## src/rtl/pipe_hazard_ctrl.sv

```systemverilog
// Hazard/forwarding control and memory-wait freeze FSM for the 5-stage pipe.
// Optional perf counters enabled by HAZARD_PERF_CNT_EN.
module pipe_hazard_ctrl #(
  parameter int TIMEOUT = 16,
  parameter int CNT_W   = 8
) (
  input  logic       clk,
  input  logic       rst,
  input  logic [4:0] Rs1_D,
  input  logic [4:0] Rs2_D,
  input  logic [4:0] Rs1_E,
  input  logic [4:0] Rs2_E,
  input  logic [4:0] Rd_E,
  input  logic [4:0] Rd_M,
  input  logic [4:0] Rd_W,
  input  logic       MemRead_E,
  input  logic       RegWrite_M,
  input  logic       RegWrite_W,
  input  logic       PCSrc_E,
  input  logic       dmem_req_M,
  input  logic       dmem_ready,
  output logic       valid_PC,
  output logic       valid_FD,
  output logic       valid_DE,
  output logic       valid_EM,
  output logic       valid_MW,
  output logic       flush_FD,
  output logic       flush_DE,
  output logic [1:0] ForwardA_E,
  output logic [1:0] ForwardB_E,
  output logic       mem_timeout
`ifdef HAZARD_PERF_CNT_EN
  ,
  output logic [31:0] perf_lu_stalls,
  output logic [31:0] perf_br_flushes,
  output logic [31:0] perf_mem_freeze
`endif
);

  typedef enum logic [1:0] {
    BOOT,
    RUN,
    MEM_WAIT
  } state_t;

  localparam logic [CNT_W-1:0] CNT_LAST = CNT_W'(TIMEOUT - 1);

  state_t           state_q, state_d;
  logic [CNT_W-1:0] cnt_q, cnt_d;
  logic             tmo_q, tmo_d;
  logic             boot, stall_mem, lu;
  logic             freeze, win_br, win_lu;

  assign boot      = (state_q == BOOT);
  assign stall_mem = dmem_req_M && !dmem_ready;
  assign lu        = MemRead_E && (Rd_E != 5'd0) &&
                     ((Rd_E == Rs1_D) || (Rd_E == Rs2_D));
  assign freeze    = (state_q == MEM_WAIT) ||
                     ((state_q == RUN) && stall_mem);
  assign win_br    = !boot && !freeze && PCSrc_E;
  assign win_lu    = !boot && !freeze && !PCSrc_E && lu;

  // M-stage result is younger, so it wins over W.
  always_comb begin
    ForwardA_E = 2'b00;
    ForwardB_E = 2'b00;
    if (rst) begin
      if (RegWrite_M && (Rd_M != 5'd0) && (Rd_M == Rs1_E))
        ForwardA_E = 2'b10;
      else if (RegWrite_W && (Rd_W != 5'd0) && (Rd_W == Rs1_E))
        ForwardA_E = 2'b01;
      if (RegWrite_M && (Rd_M != 5'd0) && (Rd_M == Rs2_E))
        ForwardB_E = 2'b10;
      else if (RegWrite_W && (Rd_W != 5'd0) && (Rd_W == Rs2_E))
        ForwardB_E = 2'b01;
    end
  end

  always_comb begin
    valid_PC = 1'b1;
    valid_FD = 1'b1;
    valid_DE = 1'b1;
    valid_EM = 1'b1;
    valid_MW = 1'b1;
    flush_FD = 1'b0;
    flush_DE = 1'b0;
    unique case (1'b1)
      boot: begin
        {valid_PC, valid_FD, valid_DE} = 3'b000;
        {valid_EM, valid_MW} = 2'b00;
        {flush_FD, flush_DE} = 2'b11;
      end
      freeze: begin
        {valid_PC, valid_FD, valid_DE} = 3'b000;
        {valid_EM, valid_MW} = 2'b00;
      end
      win_br: begin
        {flush_FD, flush_DE} = 2'b11;
      end
      win_lu: begin
        valid_PC = 1'b0;
        valid_FD = 1'b0;
        flush_DE = 1'b1;
      end
      default: ;
    endcase
  end

  always_comb begin
    state_d = state_q;
    cnt_d   = cnt_q;
    tmo_d   = 1'b0;
    unique case (state_q)
      BOOT: begin
        state_d = RUN;
        cnt_d   = '0;
      end
      RUN: begin
        if (stall_mem) begin
          state_d = MEM_WAIT;
          cnt_d   = CNT_W'(1);
        end else begin
          cnt_d = '0;
        end
      end
      MEM_WAIT: begin
        if (dmem_ready) begin
          state_d = RUN;
          cnt_d   = '0;
        end else if (cnt_q == CNT_LAST) begin
          state_d = RUN;
          cnt_d   = '0;
          tmo_d   = 1'b1;
        end else begin
          cnt_d = cnt_q + CNT_W'(1);
        end
      end
      default: begin
        state_d = BOOT;
        cnt_d   = '0;
      end
    endcase
  end

  always_ff @(posedge clk or negedge rst) begin
    if (!rst) begin
      state_q <= BOOT;
      cnt_q   <= '0;
      tmo_q   <= 1'b0;
    end else begin
      state_q <= state_d;
      cnt_q   <= cnt_d;
      tmo_q   <= tmo_d;
    end
  end

  assign mem_timeout = tmo_q;

`ifdef HAZARD_PERF_CNT_EN
  always_ff @(posedge clk or negedge rst) begin
    if (!rst) begin
      perf_lu_stalls  <= '0;
      perf_br_flushes <= '0;
      perf_mem_freeze <= '0;
    end else begin
      if (win_lu && (perf_lu_stalls != '1))
        perf_lu_stalls <= perf_lu_stalls + 32'd1;
      if (win_br && (perf_br_flushes != '1))
        perf_br_flushes <= perf_br_flushes + 32'd1;
      if (freeze && (perf_mem_freeze != '1))
        perf_mem_freeze <= perf_mem_freeze + 32'd1;
    end
  end
`endif

endmodule

```

## config.mk

```make
export PLATFORM = sky130hd
export DESIGN_NAME = pipe_hazard_ctrl
export DESIGN_NICKNAME = d
export VERILOG_FILES = /design/src/rtl/pipe_hazard_ctrl.sv
export SDC_FILE = /design/constraint.sdc
export NUM_CORES = 1
export LEC_CHECK = 0
export ABC_AREA = 1
export CAP_MARGIN = 10
export CELL_PAD_IN_SITES_DETAIL_PLACEMENT = 0
export CELL_PAD_IN_SITES_GLOBAL_PLACEMENT = 1
export CORE_UTILIZATION = 28
export DETAILED_ROUTE_END_ITERATION = 16
export GPL_ROUTABILITY_DRIVEN = 0
export PLACE_DENSITY = 0.92
export SLEW_MARGIN = 20
export SYNTH_ARGS = -nofsm -noshare
export SYNTH_HDL_FRONTEND = slang
export SYNTH_SLANG_ARGS = --single-unit
export TNS_END_PERCENT = 100
```

## constraint.sdc

```tcl
create_clock -name clk -period 1.8 [get_ports clk]
set_input_delay 0.18 -clock clk [delete_from_list [all_inputs] [get_ports clk]]
set_output_delay 0.18 -clock clk [all_outputs]
set_load 0.01 [all_outputs]
```

Word level (Yosys, flattened, before mapping)

Cells that the tools add are included.

Register bits: 11
Input port bits: 43
Output and inout bits: 12
Logic and storage cells: 65

Add/subtract/negate cells: 1
Eq/ne operators: 11
Mux-type cells: 21
Reductions and logical operators: 29

Operators with widths:

| kind                  | count |
|---|---|
| $eq A5 B5 Y1          | 6 |
| $mux W8               | 2 |
| $pmux W8 S2           | 1 |
| $reduce_bool A5 Y1    | 3 |
| $logic_and A1 B1 Y1   | 14 |
| $mux W2               | 7 |
| $mux W1               | 10 |
| $add A8 B1 Y8 const B | 1 |
| $eq A8 B4 Y1 const B  | 1 |
| $pmux W2 S3           | 1 |
| $reduce_or A3 Y1      | 2 |
| $logic_not A1 Y1      | 4 |
| $reduce_or A2 Y1      | 2 |
| $ne A3 B2 Y1 const B  | 1 |
| $eq A2 B1 Y1 const B  | 1 |
| $eq A2 B2 Y1 const B  | 1 |
| $logic_not A2 Y1      | 1 |
| $logic_or A1 B1 Y1    | 2 |
| $ne A2 B2 Y1 const B  | 1 |
| $reduce_and A2 Y1     | 1 |

Longest topological paths before layout

Gate-level depths: netlist of run 1.

Word-level depth: 10
Mapped depth: 8
Mapped depth without buffers: 8

Worst setup path before layout of run 1

No wires, ideal clock.

Path type: reg2out
From: register state_q[0]
To: output port valid_PC
Data arrival time: 1.344 ns
Data required time: 1.620 ns
Slack: 0.276 ns
Cell stages (with the launch flop): 7
Buffers on the path: 1
Cell sequence: dfrtp_1 -> inv_1 -> ha_1 -> nor2_1 -> nand2_1 -> a21oi_1 -> buf_4

Longest elaborated chain between the ends: 9
Elaborated cells between the ends (all ways): 12
Classes of those cells: eq/ne: 2; mux: 1; reduce/logical: 9

RTL lines:

| item                              | line | source |
|---|---|---|
| start, declared                   | 48   | `state_t state_q, state_d;` |
| start signal, assigned            | 151  | `state_q <= state_d;` |
| $eq A2 B1 Y1                      | 59   | `((state_q == RUN) && stall_mem);` |
| $logic_and A1 B1 Y1               | 59   |  |
| $logic_or A1 B1 Y1                | 58   | `assign freeze = (state_q == MEM_WAIT) \|\|` |
| $logic_not A1 Y1                  | 61   | `assign win_lu = !boot && !freeze && !PCSrc_E && lu;` |
| $logic_and A1 B1 Y1 (3 in series) | 61   |  |
| $reduce_or A3 Y1 (no line) *      | -    |  |
| $mux W1 *                         | -    |  |
| end, declared                     | 22   | `output logic valid_PC,` |

Every way passes the cells marked *; elsewhere a longest branch is shown, timed or not.

Final worst setup path of run 1

From: input port Rd_M[2]
To: output port ForwardA_E[0]

Longest elaborated chain between the ends: 5
Elaborated cells between the ends (all ways): 6
Classes of those cells: eq/ne: 1; mux: 2; reduce/logical: 3

RTL lines:

| item                  | line | source |
|---|---|---|
| start, declared       | 14   | `input logic [4:0] Rd_M,` |
| $reduce_bool A5 Y1    | 68   | `if (RegWrite_M && (Rd_M != 5'd0) && (Rd_M == Rs1_E))` |
| $logic_and A1 B1 Y1   | 68   |  |
| $logic_and A1 B1 Y1 * | 68   |  |
| $mux W2 *             | 68   |  |
| $mux W2 *             | 67   | `if (rst) begin` |
| end, declared         | 29   | `output logic [1:0] ForwardA_E,` |

Marked as above.

==> run metrics, run 1 <==
Total Routed Length=3190 um; Reg2Reg Depth=6; GR Overflow Total=0; diode count=0; r2r endpoint=cnt_q[7]; Max-cap violations=0; critical path capture point type=output pin; CTS Buf Count=3; # setup viols final=0; Seq pwr share=19.3%; # hold bufs at CTS=0; Synth cell types=23; status=finished clean; RR Startpoint=state_q[0]; Hold Path Class=in -> async; Area contributors post-synth=dfrtp_1, nand2_1, inv_1; initial drt markers=36; worst-margin pin slew=0.3095 ns; Net Count, Synth=249; vias after detailed routing=1369; Non-Filler Instances=320; DRC=0; Clock Sinks=11; switching share of power=37.98%; period utilization=96.58%; clock share of power=15.1%; Max Transition Viols Final=0; critical path peak fanout=3; WL/cell=9.969 um; Reg clk slew, reported paths=0.05 ns; Fin. Hold Viols=0; Synth Register Bits=11; post-synth top area cell=dfrtp_1; Max Fclk=0.5752 GHz; yosys warns=0; total die area=4685 um^2; syn_area_per_cell=6.181 um^2; cells after synthesis=200; Boundary Pins=55; layout cells sized above 1=16.67%; post-DP HPWL=2660 um; critical path required time=1.62 ns; design area=1992 um^2; crit-path cells=clkdlybuf4s50_1, nor3_2, nand2_1, nand2_1, inv_1, nand2_1, inv_1, nor2_1, dlygate4sd2_1; critical path class=in -> out; Layout area overhead=61.13%; Slew headroom=79.15%; vias in the first global route=1244; largest net degree at the start of global routing=8; 1st-pass router iterations=4; PD cells=805.4 nW/um^2; Cell Int Power=995.0 uW; CTS root buf=clkbuf_8; sequential area share after synthesis=22.27%; clk_skew=0.004084 ns; Total GRT Usage=14.33%; P_sw=609.4 uW; CTS tree=yes; vias per inst=4.278; Max rail drop VDD=0.2959 mV; PortBufs=54; nets=320; Die Wd=68.45 um; Routed Antenna Nets=0; first-pass GRT wire length=5106 um; Comb pwr share=65.6%; top cell type's share of synthesized area=22.27%; Initial Utilization=30.04%; Clock Latency Late Sink=0.23 ns; CP arrival=1.56 ns; core area=4115 um^2; H-tree levels=1; Post-Place Cells=313; R2R Setup Slk=0.45 ns; highest-delay cell along the critical path=clkdlybuf4s50_1; initial antenna violation count=0; Post-DP Area=1907 um^2; LEAKAGE=0.0009854 uW; Crit path top cell by count=nand2_1; Max Buffers Root-to-Sink=2; WHS=0.3492 ns; synthesized cell area=1236 um^2; Rows=23; post-layout util=48.40%; Worst path max stage delay=0.49 ns; setup repair after global routing missed its margin=yes; Final min period=1.738 ns; Worst setup SP type=input port; Die Height=68.45 um
## final cells by class
class	count	area [um^2]
Clock buffer	4	45.04
Timing Repair Buffer	69	628.1
Tap cell	50	62.56
Fill cell	426	2123
Sequential cell	11	275.3
Multi-Input combinational cell	149	842.1
Inverter	37	138.9
## per-stage QoR
step / TNS, ns / power [uW] / worst slack (ns)
6_report: 0 / 1604 / 0.06155
5_1_grt: -0.1188 / 1750 / -0.05484
4_1_cts: 0 / 1518 / 0.04966
3_5_place_dp: -1.282 / 1327 / -0.2157
3_3_place_gp: -1.277 / 1315 / -0.2398
2_1_floorplan: 0 / 842.9 / 0.2761
## state kept, by name (all words and copies together), names as in the netlist
register / flops
cnt_q: 8
state_q: 2
mem_timeout: 1
## per-layer routing
metal	track usage, %	vias up	wire length, um
met5	0	-	0
met4	1.563	0	10
met3	3.833	2	153
met2	25.12	29	1532
met1	17.86	593	1493
li1	-	745	-
## worst max path at each step
stage	endpoint	cells past startpoint	startpoint
floorplan	valid_PC	6	state_q[0]
global placement	ForwardB_E[0]	9	Rd_W[1]
detailed placement	ForwardB_E[0]	9	Rd_W[1]
CTS	ForwardB_E[0]	9	Rd_W[1]
global route	flush_DE	9	state_q[1]
finish	ForwardA_E[0]	9	Rd_M[2]
## power by group through the flow
stage               registers, uW  clock network, uW  logic (uW)
detailed placement            309                  0        1020
global placement              309                  0        1010
CTS                           307                246         965
floorplan                     309                  0         534
finish                        309                242        1050
global route                  314                257        1180
## repair_timing
item	in CTS	in global routing
setup buffers	1	2
pin swaps	2	5
gates resized for setup	24	12
setup endpoints to repair	11	9
## synthesized netlist by cell type
| library cell | n |
|---|---|
| buf_4 | 3 |
| nand2_2 | 3 |
| nand3_1 | 10 |
| inv_2 | 1 |
| inv_1 | 36 |
| dfrtp_1 | 11 |
| xnor2_1 | 14 |
| nor2_1 | 31 |
| xor2_1 | 2 |
| a21boi_0 | 1 |
| nor2_4 | 2 |
| nand3b_1 | 3 |
| a21oi_1 | 4 |
| nand2_1 | 52 |
| o21ai_2 | 1 |
| nor3_1 | 6 |
| o211ai_1 | 1 |
| or2_2 | 3 |
| nand3_2 | 1 |
| nand4_1 | 1 |
| nor3_2 | 2 |
| ha_1 | 6 |
| o21ai_0 | 6 |
## worst max-delay path: cells and delay by family
kind / cells / cell delay, ns
buf+inv: 4 / 0.85
simple gates: 5 / 0.52
## kinds of logic (layout without fill, tap and decap cells)
family	Yosys count	count (layout)	synth area share, %
compound gates	13	13	5.972
xor+xnor	16	16	11.34
fa+ha+maj	6	6	6.073
buf+inv	40	110	13.06
flops	11	11	22.27
simple gates	114	114	41.30
## cells in the final DEF, fill, tap and decap left out, types with 3 or more instances in the layout
cell	netlist	final
xnor2_1	14	14
buf_4	3	15
nor2_1	31	29
nand2_1	52	52
a21oi_1	4	4
dlygate4sd2_1	0	6
nor2_4	2	3
nor3_2	2	4
clkdlybuf4s50_1	0	42
nand2_2	3	3
inv_1	36	34
nor3_1	6	4
nand3b_1	3	3
inv_2	1	3
clkbuf_8	0	3
buf_2	0	3
ha_1	6	3
or2_2	3	3
nand3_1	10	9
dfrtp_1	11	11
o21ai_0	6	6
(Power assumes the default switching activity.)
==> run 2, diff against run 1 <==
Settings changed: SLEW_MARGIN 20 to default.
==> results of run 2 <==
The final DEF is identical to that of run 1; final timing and power are the same.
